===== config.mk =====
export PLATFORM = sky130hd
export DESIGN_NAME = dp_ram_sweep
export DESIGN_NICKNAME = d
export VERILOG_FILES = /design/src/rtl/dp_ram_sweep.sv
export SDC_FILE = /design/constraint.sdc
export NUM_CORES = 1
export LEC_CHECK = 0
export BUFFER_PORTS_ARGS = -buffer_cell sky130_fd_sc_hd__clkbuf_2
export CAP_MARGIN = 30
export CORE_ASPECT_RATIO = 1.1
export CORE_MARGIN = 4
export CORE_UTILIZATION = 55
export DETAILED_ROUTE_END_ITERATION = 7
export GPL_TIMING_DRIVEN = 1
export MAX_ROUTING_LAYER = met4
export PLACE_DENSITY = 0.73
export SYNTH_ARGS = -nofsm -noshare
export SYNTH_HDL_FRONTEND = slang
export SYNTH_SLANG_ARGS = --single-unit

===== constraint.sdc =====
create_clock -name clk -period 2.6 [get_ports clk]
set_input_delay 0.39 -clock clk [delete_from_list [all_inputs] [get_ports clk]]
set_output_delay 0.39 -clock clk [all_outputs]
set_load 0.1 [all_outputs]

===== src/rtl/dp_ram_sweep.sv =====
`timescale 1ns/1ps
`default_nettype none
// ============================================================================
// Module      : dp_ram_sweep
// Description : Simple dual-port RAM. Port A writes and port B reads. Read
//               mode (registered or combinational) and the collision policy
//               for registered reads are set by parameters. A clear sequencer
//               zeroes one word per clock after reset, or after a clr request.
//               Writes that arrive during a sweep are dropped and flagged.
// Ports       : clk, rst     - clock and asynchronous active-high reset
//               clr, busy    - start a clear sweep / a sweep is in progress
//               a_we, a_addr, a_din, a_drop
//                            - write port; a_drop pulses when a write is lost
//               b_re, b_addr, b_dout, b_valid
//                            - read port; b_valid marks an accepted read
// Revision    : 1.0 - initial release
// ============================================================================
module dp_ram_sweep #(
  parameter int AW       = 4,
  parameter int DW       = 8,
  parameter int RD_SYNC  = 1,
  parameter int WR_FIRST = 0
) (
  input  logic          clk,
  input  logic          rst,
  input  logic          clr,
  output logic          busy,
  input  logic          a_we,
  input  logic [AW-1:0] a_addr,
  input  logic [DW-1:0] a_din,
  output logic          a_drop,
  input  logic          b_re,
  input  logic [AW-1:0] b_addr,
  output logic [DW-1:0] b_dout,
  output logic          b_valid
);

  localparam int            DEPTH    = 1 << AW;
  localparam logic [0:0]    S_IDLE   = 1'b0;
  localparam logic [0:0]    S_CLEAR  = 1'b1;
  localparam logic [AW-1:0] PTR_LAST = {AW{1'b1}};

  logic [0:0]    state_q, state_d;
  logic [AW-1:0] clr_ptr_q, clr_ptr_d;
  logic          a_drop_q;
  logic [DW-1:0] ram_q [DEPTH];

  // Sequencer next state. clr during a sweep is deliberately not looked at,
  // so a running sweep can never be restarted by a request.
  always_comb begin
    state_d   = state_q;
    clr_ptr_d = clr_ptr_q;
    case (state_q)
      S_IDLE: begin
        if (clr) begin
          state_d   = S_CLEAR;
          clr_ptr_d = '0;
        end
      end
      S_CLEAR: begin
        clr_ptr_d = clr_ptr_q + AW'(1);
        if (clr_ptr_q == PTR_LAST) begin
          state_d = S_IDLE;
        end
      end
      default: begin
        state_d   = S_CLEAR;
        clr_ptr_d = '0;
      end
    endcase
  end

  always_ff @(posedge clk or posedge rst) begin
    if (rst) begin
      state_q   <= S_CLEAR;
      clr_ptr_q <= '0;
      a_drop_q  <= 1'b0;
    end else begin
      state_q   <= state_d;
      clr_ptr_q <= clr_ptr_d;
      a_drop_q  <= busy & a_we;
    end
  end

  assign busy   = (state_q == S_CLEAR);
  assign a_drop = a_drop_q;

  // The array has no reset; the sweep owns the write port while busy.
  always_ff @(posedge clk) begin
    if (busy) begin
      ram_q[clr_ptr_q] <= '0;
    end else if (a_we) begin
      ram_q[a_addr] <= a_din;
    end
  end

  generate
    if (RD_SYNC != 0) begin : g_rd_sync
      logic [DW-1:0] b_dout_q;
      logic          b_valid_q;
      logic          collide;
      logic [DW-1:0] rd_word;

      // Write-first forwards the incoming data; read-first returns the word
      // the array holds before this edge's write lands.
      assign collide = a_we & (a_addr == b_addr);
      assign rd_word = ((WR_FIRST != 0) && collide) ? a_din : ram_q[b_addr];

      always_ff @(posedge clk or posedge rst) begin
        if (rst) begin
          b_dout_q  <= '0;
          b_valid_q <= 1'b0;
        end else if (!busy && b_re) begin
          b_dout_q  <= rd_word;
          b_valid_q <= 1'b1;
        end else begin
          b_valid_q <= 1'b0;
        end
      end

      assign b_dout  = b_dout_q;
      assign b_valid = b_valid_q;
    end else begin : g_rd_async
      assign b_dout  = busy ? '0 : ram_q[b_addr];
      assign b_valid = b_re & ~busy;
    end
  endgenerate

endmodule
`default_nettype wire


==> impl_metrics.py <==
metrics = {
    "status": {
        "outcome": "completed",
    },
    "layout": {
        "area_delta_synth_final_pct": 16.5,
        "drive_gt1_share_pct": 16.7,
        "nets": 433,
        "design_area_um2": 6700,
        "antenna_cells": 0,
        "multi_input_area_um2": 1410,
        "nFillCells": 676,
        "regArea_um2": 4220,
    },
    "critical_path": {
        "crit_required_ns": 2.75,
        "slowest_stage": "nor2_1",
        "r2r_cells": 4,
        "cp.arrival_ns": 2.43,
        "start_kind": "flop",
        "r2r-end": "ram_q[10][4]$_DFFE_PP_",
        "end_kind": "flop",
        "crit_path_cell_trace": "nor2b_4 -> nor3b_1 -> a31oi_1 -> nor2_1",
        "crit_path_max_incr_delay_ns": 0.70,
        "reg2reg_from": "busy$_DFF_PP1_",
        "critPathMaxFanout": 16,
        "regToRegSetupSlack_ns": 0.31,
        "critical_path_class": "flop to flop",
    },
    "routing": {
        "antenna_left": 0,
        "wire_per_inst_um": 21.3,
        "num_vias": 3262,
        "drt-initial-drc-count": 351,
        "drt-total-wl_um": 12000,
        "firstDrtPassIters": 5,
        "drcViolationCount": 0,
        "vias_per_cell": 5.78,
    },
    "logic_synthesis": {
        "synth_seq_cells": 143,
        "async_flop_share_pct": 10.5,
        "syn-instance-count": 368,
        "synth_fp_nets": 390,
        "ys.flop_type": "edfxtp_1",
        "postSynthAreaPerCell_um2": 15.6,
        "synthDistinctLibCells": 35,
        "syn-cell-area_um2": 5750,
        "ys.warnings.count": 0,
        "synth-edff-count": 128,
        "yosysSeqAreaShare_pct": 73.4,
    },
    "grt": {
        "gr-total-overflow": 0,
        "grt_start_max_net_pins": 54,
        "grt_antenna_before_repair": 0,
        "track_usage_pct": 22.0,
        "grt_first_pass_wirelength_um": 18500,
        "grt_pass1_vias": 3290,
    },
    "floorplanning": {
        "fp.dieW_um": 105,
        "core_area_um2": 10000,
        "die-area_um2": 12200,
        "rows": 38,
        "ioPinCount": 32,
        "initial_core_util_pct": 57.3,
        "die_h_um": 115,
    },
    "clock_network": {
        "clockRootBuffer": "clkbuf_8",
        "post_cts_buffers": 0,
        "cts.sinks": 143,
        "cts_buffer_depth": 2,
        "cts_tree": "built",
        "clkSlewWorstSetupHoldPaths_ns": 0.06,
        "clock_latency_ns": 0.53,
        "cts_buffers": 17,
        "holdBufCountCts": 1,
        "cts.htree.levels": 4,
        "ctsResizeCount": 0,
    },
    "sta": {
        "rsz0062_at_grt": "false",
        "tightest_slew_ns": 0.859,
        "setup_viol": 0,
        "holdWs_ns": 0.0874,
        "slew-limit-headroom_pct": 42.5,
        "fmax_ghz": 0.438,
        "maxSlewViolCount": 0,
        "setup_slack_ns": 0.314,
        "fin_tns_setup_ns": 0,
        "period_minus_slack_ns": 2.29,
        "finalCritPeriodShare_pct": 87.9,
        "finClkSkew_ns": 0.00965,
        "hold_viol": 0,
    },
    "power": {
        "power_density_nw_per_um2": 1090,
        "total_power_mw": 7.29,
        "p_leak_nw": 2.54,
        "vdd_ir_drop_max_uv": 648,
    },
    "placed_design": {
        "io_buffers": 31,
        "place_ws_ns": 0.333,
        "place.gp.congestion": 0.933,
        "hpwl_um": 7830,
        "dpl_cell_area_um2": 6050,
    },
    "hold_path": {
        "whs_endpoint": "clr_ptr_q[1]$_DFFE_PP0P_",
        "hold-path-cell-count": 2,
        "min-delay-start": "clr",
        "worstHoldPathType": "primary input to flop",
    },
    "job": {
        "maxCapViolCount": 0,
    },
}
## routing by layer
layer	GRT usage (%)	wire length, µm
met4	7.60	208
met2	35.5	6040
met1	27.6	5140
met3	5.17	635
met5	-	0
## critical path: cells and delay by family (launching register included)
kind	cells	cell delay, ns
AOI/OAI and AO/OA	1	0.14
DFF	1	0.67
and+or+nand+nor	3	1.10
## cell families after synthesis
| family | synth area share (%) |
|---|---|
| DFF | 73.4 |
| muxes | 11.4 |
| buffers and inverters | 2.13 |
| AOI/OAI and AO/OA | 4.68 |
| and+or+nand+nor | 8.18 |
| adders and majority gates | 0.218 |
## area by class of cell
class	instances	area share [%]
Sequential cell	143	63.0
Timing Repair Buffer	39	3.47
Clock inverter	10	2.75
Multi-Input combinational cell	203	21.0
Inverter	7	0.392
Tap cell	140	2.61
Clock buffer	22	6.76
## cell usage in the layout (no fill, tap or decap), drive strengths merged, types with 2 or more instances in the layout
| master | Yosys | layout |
|---|---|---|
| edfxtp | 128 | 128 |
| mux2i | 61 | 61 |
| clkbuf | 3 | 52 |
| nand2 | 36 | 36 |
| nor2 | 23 | 23 |
| a22oi | 15 | 15 |
| nand3 | 15 | 15 |
| dfrtp | 14 | 14 |
| and2 | 10 | 10 |
| nand4 | 8 | 8 |
| inv | 7 | 8 |
| buf | 12 | 8 |
| a21oi | 7 | 7 |
| a31oi | 5 | 5 |
| bufinv | 0 | 5 |
| o21ai | 3 | 3 |
| mux4 | 2 | 2 |
| a32oi | 2 | 2 |
| a41oi | 2 | 2 |
| nor3b | 2 | 2 |
| clkinv | 0 | 2 |
| clkinvlp | 0 | 2 |
| nor2b | 2 | 2 |
## cells in the mapped netlist (2+ instances only)
| cell type | instances | share of area [%] |
|---|---|---|
| a41oi_1 | 2 | 0.30 |
| mux4_2 | 2 | 0.78 |
| a31oi_1 | 5 | 0.54 |
| buf_2 | 4 | 0.35 |
| nand2_1 | 36 | 2.3 |
| nand3_1 | 15 | 1.3 |
| nor2_1 | 23 | 1.5 |
| edfxtp_1 | 128 | 67 |
| inv_1 | 7 | 0.46 |
| nand4_1 | 8 | 0.87 |
| buf_4 | 7 | 0.91 |
| clkbuf_1 | 2 | 0.13 |
| a21oi_1 | 7 | 0.61 |
| a32oi_1 | 2 | 0.30 |
| mux2i_1 | 61 | 11 |
| o21ai_0 | 3 | 0.26 |
| a22oi_1 | 15 | 2.0 |
| nor3b_1 | 2 | 0.26 |
| and2_1 | 10 | 1.1 |
| dfrtp_1 | 14 | 6.1 |
## worst max path at each step
stage | from | endpoint | slack (ns) | cells after the start
2_1_floorplan | busy$_DFF_PP1_ | ram_q[10][0]$_DFFE_PP_ | 0.32 | 5
3_3_place_gp | busy$_DFF_PP1_ | ram_q[10][6]$_DFFE_PP_ | 0.50 | 4
3_5_place_dp | busy$_DFF_PP1_ | ram_q[10][1]$_DFFE_PP_ | 0.33 | 4
4_1_cts | busy$_DFF_PP1_ | ram_q[10][4]$_DFFE_PP_ | 0.32 | 4
5_1_grt | busy$_DFF_PP1_ | ram_q[10][4]$_DFFE_PP_ | 0.19 | 4
6_report | busy$_DFF_PP1_ | ram_q[10][4]$_DFFE_PP_ | 0.31 | 4
## metrics by stage
step                util [%]  std cells
finish                  66.8        564
floorplan                  -        368
CTS                     66.8        564
global placement        60.3        531
detailed placement      60.3        531
global route            66.8        564
## flip-flops by register name, summed over array words and instances, names as in the netlist
register,count
busy,1
b_valid,1
clr_ptr_q,4
a_drop,1
b_dout,8
ram_q,128
## where the power goes
part	leakage [nW]	switching (mW)	internal [mW]
clock network	0.306	0.878	1.71
logic	0.850	1.15	0.331
registers	1.38	0.184	3.04
total	2.54	2.21	5.08
No activity file was read; power rests on OpenSTA's default activity.
